==> src/rtl/systolic_pe_if.sv <==
// Operand/result bundle for one systolic processing element.
// The master drives the west/north inputs; the slave is the PE itself.
interface systolic_pe_if #(
  parameter int DW = 8,
  parameter int K  = 4
);
  localparam int AW = 2*DW + $clog2(K);

  logic          enable;
  logic          in_valid;
  logic          signed_mode;
  logic [DW-1:0] a_in;
  logic [DW-1:0] b_in;
  logic [DW-1:0] a_out;
  logic [DW-1:0] b_out;
  logic          out_valid;
  logic [AW-1:0] acc_out;
  logic          done;
  logic          busy;

  modport master (
    output enable, in_valid, signed_mode, a_in, b_in,
    input  a_out, b_out, out_valid, acc_out, done, busy
  );

  modport slave (
    input  enable, in_valid, signed_mode, a_in, b_in,
    output a_out, b_out, out_valid, acc_out, done, busy
  );
endinterface

==> src/rtl/systolic_pe.sv <==
// Systolic PE: forwards operands east/south with one-cycle skew and
// accumulates K products per group into a full-precision dot product.
module systolic_pe #(
  parameter int DW = 8,
  parameter int K  = 4
) (
  input logic          clk,
  input logic          rst,
  systolic_pe_if.slave bus
);
  localparam int AW = 2*DW + $clog2(K);
  localparam int CW = (K > 1) ? $clog2(K) : 1;

  typedef enum logic {IDLE, ACCUM} state_t;

  state_t                 state_q, state_d;
  logic [CW-1:0]          count_q;
  logic                   mode_q;
  logic [AW-1:0]          acc_q;

  logic                   accept;
  logic                   beat_mode;
  logic                   last_beat;
  logic signed [2*DW-1:0] prod_s;
  logic [2*DW-1:0]        prod_u;
  logic [AW-1:0]          product;
  logic [AW-1:0]          sum;

  // The first beat of a group uses the live mode; later beats use the latched one.
  always_comb begin
    accept    = bus.enable & bus.in_valid;
    beat_mode = (state_q == IDLE) ? bus.signed_mode : mode_q;
    prod_s    = $signed({{DW{bus.a_in[DW-1]}}, bus.a_in}) *
                $signed({{DW{bus.b_in[DW-1]}}, bus.b_in});
    prod_u    = {{DW{1'b0}}, bus.a_in} * {{DW{1'b0}}, bus.b_in};
    product   = beat_mode ? AW'(prod_s) : AW'(prod_u);
    sum       = ((state_q == IDLE) ? '0 : acc_q) + product;
    last_beat = (state_q == IDLE) ? (K == 1) : (count_q == CW'(K-1));
  end

  always_ff @(posedge clk) begin
    if (rst) state_q <= IDLE;
    else     state_q <= state_d;
  end

  always_comb begin
    state_d = state_q;
    if (accept) state_d = last_beat ? IDLE : ACCUM;
  end

  always_comb begin
    bus.busy = (state_q == ACCUM);
  end

  always_ff @(posedge clk) begin
    if (rst) begin
      bus.a_out     <= '0;
      bus.b_out     <= '0;
      bus.out_valid <= 1'b0;
      bus.acc_out   <= '0;
      bus.done      <= 1'b0;
      acc_q         <= '0;
      count_q       <= '0;
      mode_q        <= 1'b0;
    end else begin
      bus.done <= 1'b0;
      if (bus.enable) begin
        bus.a_out     <= bus.a_in;
        bus.b_out     <= bus.b_in;
        bus.out_valid <= bus.in_valid;
      end
      if (accept) begin
        if (state_q == IDLE) mode_q <= bus.signed_mode;
        if (last_beat) begin
          bus.acc_out <= sum;
          bus.done    <= 1'b1;
          acc_q       <= '0;
          count_q     <= '0;
        end else begin
          acc_q   <= sum;
          count_q <= count_q + CW'(1);
        end
      end
    end
  end
endmodule

==> src/flat_wrapper.sv <==
// flat-port wrapper written by rule: the top's interface ports become plain ports
module systolic_pe_flat 
#(
  parameter int DW = 8,
  parameter int K  = 4
)
  (clk, rst, bus_enable, bus_in_valid, bus_signed_mode, bus_a_in, bus_b_in, bus_a_out, bus_b_out, bus_out_valid, bus_acc_out, bus_done, bus_busy);
  systolic_pe_if #(.DW(DW), .K(K)) bus_i ();
  input logic clk;
  input logic rst;
  input wire logic [$bits(bus_i.enable)-1:0] bus_enable;
  input wire logic [$bits(bus_i.in_valid)-1:0] bus_in_valid;
  input wire logic [$bits(bus_i.signed_mode)-1:0] bus_signed_mode;
  input wire logic [$bits(bus_i.a_in)-1:0] bus_a_in;
  input wire logic [$bits(bus_i.b_in)-1:0] bus_b_in;
  output wire logic [$bits(bus_i.a_out)-1:0] bus_a_out;
  output wire logic [$bits(bus_i.b_out)-1:0] bus_b_out;
  output wire logic [$bits(bus_i.out_valid)-1:0] bus_out_valid;
  output wire logic [$bits(bus_i.acc_out)-1:0] bus_acc_out;
  output wire logic [$bits(bus_i.done)-1:0] bus_done;
  output wire logic [$bits(bus_i.busy)-1:0] bus_busy;
  assign bus_i.enable = bus_enable;
  assign bus_i.in_valid = bus_in_valid;
  assign bus_i.signed_mode = bus_signed_mode;
  assign bus_i.a_in = bus_a_in;
  assign bus_i.b_in = bus_b_in;
  assign bus_a_out = bus_i.a_out;
  assign bus_b_out = bus_i.b_out;
  assign bus_out_valid = bus_i.out_valid;
  assign bus_acc_out = bus_i.acc_out;
  assign bus_done = bus_i.done;
  assign bus_busy = bus_i.busy;
  systolic_pe #(.DW(DW), .K(K)) u_core (.clk(clk), .rst(rst), .bus(bus_i));
endmodule
==> config.mk <==
export PLATFORM = sky130hd
export DESIGN_NAME = systolic_pe_flat
export DESIGN_NICKNAME = d
export VERILOG_FILES = /design/src/rtl/systolic_pe_if.sv /design/src/rtl/systolic_pe.sv /design/src/flat_wrapper.sv
export SDC_FILE = /design/constraint.sdc
export NUM_CORES = 1
export LEC_CHECK = 0
export BUFFER_PORTS_ARGS = -buffer_cell sky130_fd_sc_hd__clkbuf_2
export CAP_MARGIN = 20
export CELL_PAD_IN_SITES_DETAIL_PLACEMENT = 0
export CELL_PAD_IN_SITES_GLOBAL_PLACEMENT = 1
export CORE_ASPECT_RATIO = 0.7
export CORE_MARGIN = 10
export CORE_UTILIZATION = 30
export DETAILED_ROUTE_END_ITERATION = 8
export PLACE_DENSITY = 0.56
export SYNTH_ARGS = -nofsm -noshare
export SYNTH_HDL_FRONTEND = slang
export SYNTH_SLANG_ARGS = --single-unit
==> constraint.sdc <==
create_clock -name clk -period 14.3 [get_ports clk]
set_input_delay 1.43 -clock clk [delete_from_list [all_inputs] [get_ports clk]]
set_output_delay 1.43 -clock clk [all_outputs]
set_load 0.01 [all_outputs]
### Word-level counts from Yosys, hierarchy flattened

Index checks and enable logic that the tools add are counted.

| cells by class | value |
|---|---|
| $add $sub $neg | 2 |
| $mul | 2 |
| equal/unequal tests | 1 |
| mux-type cells | 8 |
| bitwise operators | 2 |
| reduce and logical (&&, ||, !) cells | 2 |

Operator list:

| kind | number |
|---|---|
| 2-to-1 mux 18 bit | 3 |
| multiplier 8 x 8 -> 16 bit | 2 |
| adder 18 bit | 1 |
| 2-to-1 mux 1 bit | 4 |
| adder 2 x 1 -> 2 bit (second input constant) | 1 |
| == test 2 bit (second input constant) | 1 |
| 2-to-1 mux 2 bit | 1 |
| AND reduction 2 bit | 1 |
| OR reduction 2 bit | 1 |
| bitwise AND 1 bit | 1 |
| inverter 1 bit | 1 |

| storage, ports and cells | value |
|---|---|
| register bits after elaboration | 58 |
| output and inout port bits | 37 |
| logic and storage cells | 26 |

### Logic depth before layout (Yosys ltp)

| depth | value |
|---|---|
| word-level depth | 4 |
| mapped depth | 27 |
| gate-level depth less buffers | 26 |

### Worst setup path before layout

No wires, ideal clock.

| timing | value |
|---|---|
| path kind | in2reg |
| from | in bus_b_in[2] |
| to | reg u_core.bus.acc_out[17] |
| setup time | 120 ps |
| arrival | 6731 ps |
| required time | 14180 ps |
| slack | 7449 ps |
| stages on the path | 26 |
| path through | clkbuf_1 -> and2_1 -> fa_1 -> inv_1 -> fa_1 -> inv_1 -> fa_1 -> inv_1 -> fa_1 -> inv_1 -> ha_1 -> a21oi_2 -> nor2b_1 -> or4_1 -> a21oi_1 -> o21ai_1 -> xnor2_1 -> mux2i_1 -> ha_1 -> nor3_1 -> o21ai_0 -> nor2b_1 -> a41oi_1 -> o21ai_1 -> xor2_1 -> o21ai_1 |

| on the way | value |
|---|---|
| cells in the longest elaborated chain, start to end | 3 |
| elaborated cells between the ends (all ways) | 4 |
| those cells by class | 1 x add/sub; 2 x mul; 1 x mux |

Ends and longest elaborated chain:

| element | line | RTL |
|---|---|---|
| from (decl) | flat_wrapper.sv:15 | `input wire logic [$bits(bus_i.b_in)-1:0] bus_b_in;` |
| multiplier 8 x 8 -> 16 bit, on equally long branches | systolic_pe.sv:35, systolic_pe.sv:33 |  |
| 2-to-1 mux 18 bit * | systolic_pe.sv:36 | `product = beat_mode ? AW'(prod_s) : AW'(prod_u);` |
| adder 18 bit * | systolic_pe.sv:37 | `sum = ((state_q == IDLE) ? '0 : acc_q) + product;` |
| to (signal assigned) | systolic_pe.sv:75 | `bus.acc_out <= sum;` |
| to (decl) | systolic_pe_if.sv:28 | `output a_out, b_out, out_valid, acc_out, done, busy` |

Mark *: on every way between the ends. The rest lies on a longest branch, timed or not.
A chain may end at the register's enable or synchronous reset.

### Worst setup path after layout

| timing | value |
|---|---|
| from | in bus_a_in[5] |
| to | reg u_core.bus.acc_out[17] |

| on the way | value |
|---|---|
| cells in the longest elaborated chain, start to end | 3 |
| elaborated cells between the ends (all ways) | 4 |
| those cells by class | 1 x add/sub; 2 x mul; 1 x mux |

Ends and longest elaborated chain:

| element | line | RTL |
|---|---|---|
| from (decl) | flat_wrapper.sv:14 | `input wire logic [$bits(bus_i.a_in)-1:0] bus_a_in;` |
| multiplier 8 x 8 -> 16 bit, on equally long branches | systolic_pe.sv:35, systolic_pe.sv:33 |  |
| 2-to-1 mux 18 bit * | systolic_pe.sv:36 |  |
| adder 18 bit * | systolic_pe.sv:37 |  |

Marked as above.

==> flow_summary.ini <==
[run_status]
status = complete, no violations

[cts]
cts_buffers = 9
cts_tree = built
post-cts-setup-buffers = 0
cts_hold_buf = 0
root_buffer = clkbuf_16
htreeDepth = 3
cts.sinks = 58
post_cts_resize_count = 0
clk_pin_slew_ns = 0.06
clock_latency_ns = 0.34
clock_path_buffers = 2

[sta]
rsz0062_at_grt = no
clock.fmax_mhz = 140
finalSetupViolCount = 0
slew_viol_final = 0
finClkSkew_ns = 0.0102
fin_hold_ws_ns = 0.447
fin_crit_sh = 0.498
tightest_slew_ns = 0.887
relSlewSlack = 0.409
layout_min_cycle_time_ns = 7.12
hold_viol = 0
setup_tns_ns = 0
fin_ws_ns = 7.18

[setup_path]
r2r_cells = 12
r2r_setup_slack_ns = 10.98
arrival_ns = 7.35
r2r_end = u_core.bus.acc_out[14]$_SDFFE_PP0P_
slowest_delay_ns = 0.53
worstSetupPathType = in -> reg
cp_max_fo = 10
timing.rr.start = u_core.bus.busy$_SDFFE_PP0P_
startpoint = bus_a_in[5]
critPathLaunchType = input pin
cp.required_ns = 14.52
end_kind = register
crit_slowest_cell = fa_1

[floorplan]
rows = 47
die_height_um = 149
ioPinCount = 58
die_x_um = 204
dieArea_um2 = 30500
core-area_um2 = 23500
start_util = 0.304

[global_route]
grt_overflow_total = 0
grt_start_max_net_pins = 38
antenna_found_initial = 0
grt_pass1_wl_um = 31100
grtUsageTotal = 0.127
grt_pass1_vias = 5738

[final_layout]
nNetsFinal = 1054
drive_gt1_frac = 0.102
utilization = 0.343
insertedDiodeCount = 0
area_growth_pct = 12.8

[routing]
firstDrtPassIters = 6
routedWlPerCell_um = 15.6
drt_wl_total_um = 18600
antenna_left = 0
drc = 0
vias_per_cell = 4.57
via_count = 5455
drt_iter0_drc = 245

[synth]
synth_cells = 829
synth_cell_types = 57
syn_area_um2 = 7150
synth-edff-count = 0
yosysSeqAreaShare = 0.162
syn_nets = 1012
synth-main-ff-cell = dfxtp_1
async_flop_share = 0
yosys_warnings = 0
postSynthAreaPerCell_um2 = 8.62
ys_ff_latch = 58

[min_path]
hold_path_class = reg -> reg
hold_depth = 2
holdPathEnd = u_core.acc_q[14]$_SDFFE_PP0P_
min_from = u_core.acc_q[14]$_SDFFE_PP0P_

[pwr]
p_seq_frac = 0.142
p_int_mw = 0.697
power_frac_comb = 0.684
p_total_mw = 1.31
clkPwrFrac = 0.174
swShare = 0.469
peakVddDrop_v = 0.0000669
switching_power_mw = 0.614
leakage_nw = 4.10
p_per_area_nw_per_um2 = 163

[place]
dp_slack_ns = 6.84
dp_hpwl_um = 15400
gp_congestion = 0.773
io_buffers = 57

[run]
maxCapViolations = 0
flip-flops by register name, summed over array words and instances (netlist names):
register              flops
u_core.bus.done           1
u_core.bus.a_out          8
u_core.count_q            2
u_core.bus.out_valid      1
u_core.acc_q             18
u_core.bus.b_out          8
u_core.bus.busy           1
u_core.mode_q             1
u_core.bus.acc_out       18
per-stage QoR:
stage               cells  area (um^2)
global placement     1177         7740
CTS                  1193         8050
floorplan             829         7150
global route         1194         8060
finish               1194         8060
detailed placement   1177         7740
synth_stat cells (2+ instances only):
cell type	instances	area (um^2)
a211oi_1	5	37.5
a211oi_2	2	25.0
a21boi_1	2	15.0
a21o_1	12	90.1
a21oi_1	33	165
a22o_1	17	149
a22oi_1	12	90.1
a31o_1	2	17.5
a31oi_1	2	12.5
and2_1	55	344
and3_1	3	18.8
buf_1	2	7.51
buf_2	4	20.0
clkbuf_1	24	90.1
dfxtp_1	58	1160
fa_1	86	1720
ha_1	76	951
inv_1	161	604
mux2_2	2	22.5
mux2i_1	19	190
nand2_1	64	240
nand2b_1	13	81.3
nand3_1	6	30.0
nor2_1	48	180
nor2b_1	7	43.8
nor3_1	2	10.0
nor4_1	2	12.5
o2111ai_1	2	17.5
o21a_1	6	45.0
o21ai_0	19	95.1
o21ai_1	16	80.1
o21bai_1	3	22.5
o31a_1	2	17.5
xnor2_1	21	184
xor2_1	19	166
worst max path at each step:
stage	endpoint	slack [ns]	cells past startpoint
2_1_floorplan	u_core.bus.acc_out[17]$_SDFFE_PP0P_	7.45	26
3_3_place_gp	u_core.bus.acc_out[17]$_SDFFE_PP0P_	6.93	26
3_5_place_dp	u_core.bus.acc_out[17]$_SDFFE_PP0P_	6.84	26
4_1_cts	u_core.bus.acc_out[17]$_SDFFE_PP0P_	7.17	25
5_1_grt	u_core.acc_q[17]$_SDFFE_PP0P_	6.66	27
6_report	u_core.bus.acc_out[17]$_SDFFE_PP0P_	7.18	25
placed cells by master, fill, tap and decap left out, types with 5 or more instances in the layout:
cell type / count
a211oi_1: 5
a21o_1: 12
a21oi_1: 33
a22o_1: 17
a22oi_1: 12
and2_1: 55
clkbuf_16: 9
clkbuf_2: 57
dfxtp_1: 58
fa_1: 86
ha_1: 76
inv_1: 161
mux2i_1: 18
nand2_1: 64
nand2b_1: 13
nand3_1: 6
nor2_1: 48
nor2b_1: 7
o21a_1: 6
o21ai_0: 19
o21ai_1: 16
xnor2_1: 21
xor2_1: 19
logic make-up after synthesis:
kind of cell             synth area share
AND/OR/NAND/NOR                     0.140
buffers and inverters               0.102
adder cells (fa/ha/maj)             0.374
AO/OA/AOI/OAI                       0.140
flip-flops                          0.162
XOR/XNOR                           0.0513
multiplexers                       0.0298
layout make-up:
type | count | area (um^2)
fillers | 2541 | 15500
multi-input cells | 579 | 5270
flip-flops and latches | 58 | 1160
inverters | 162 | 608
well taps | 318 | 398
repair buffers | 61 | 319
clock buffers | 10 | 239
clock inverters | 6 | 66.3
layer usage:
| layer | share of wire | wire (um) | vias up | track usage |
|---|---|---|---|---|
| met5 | 0 | 0 | - | 0 |
| met4 | 0.012 | 217 | 0 | 0.0277 |
| met3 | 0.046 | 861 | 10 | 0.0271 |
| met2 | 0.43 | 7910 | 71 | 0.191 |
| met1 | 0.52 | 9600 | 2633 | 0.181 |
| li1 | - | - | 2741 | - |
critical path: cells and delay by family:
kind                     cells  cell delay [ns]
AND/OR/NAND/NOR              5             1.25
AO/OA/AOI/OAI                7             1.22
adder cells (fa/ha/maj)      6             2.61
buffers and inverters        5             0.42
XOR/XNOR                     2             0.38
power groups by stage:
stage,logic (mW),registers (mW),clock network (mW)
after floorplan,0.705,0.188,0
after CTS,0.913,0.185,0.237
final,0.897,0.186,0.229
after detailed placement,0.905,0.189,0
after global routing,1.04,0.188,0.243
after global placement,0.920,0.189,0
Power figures use the tool's default switching activity.
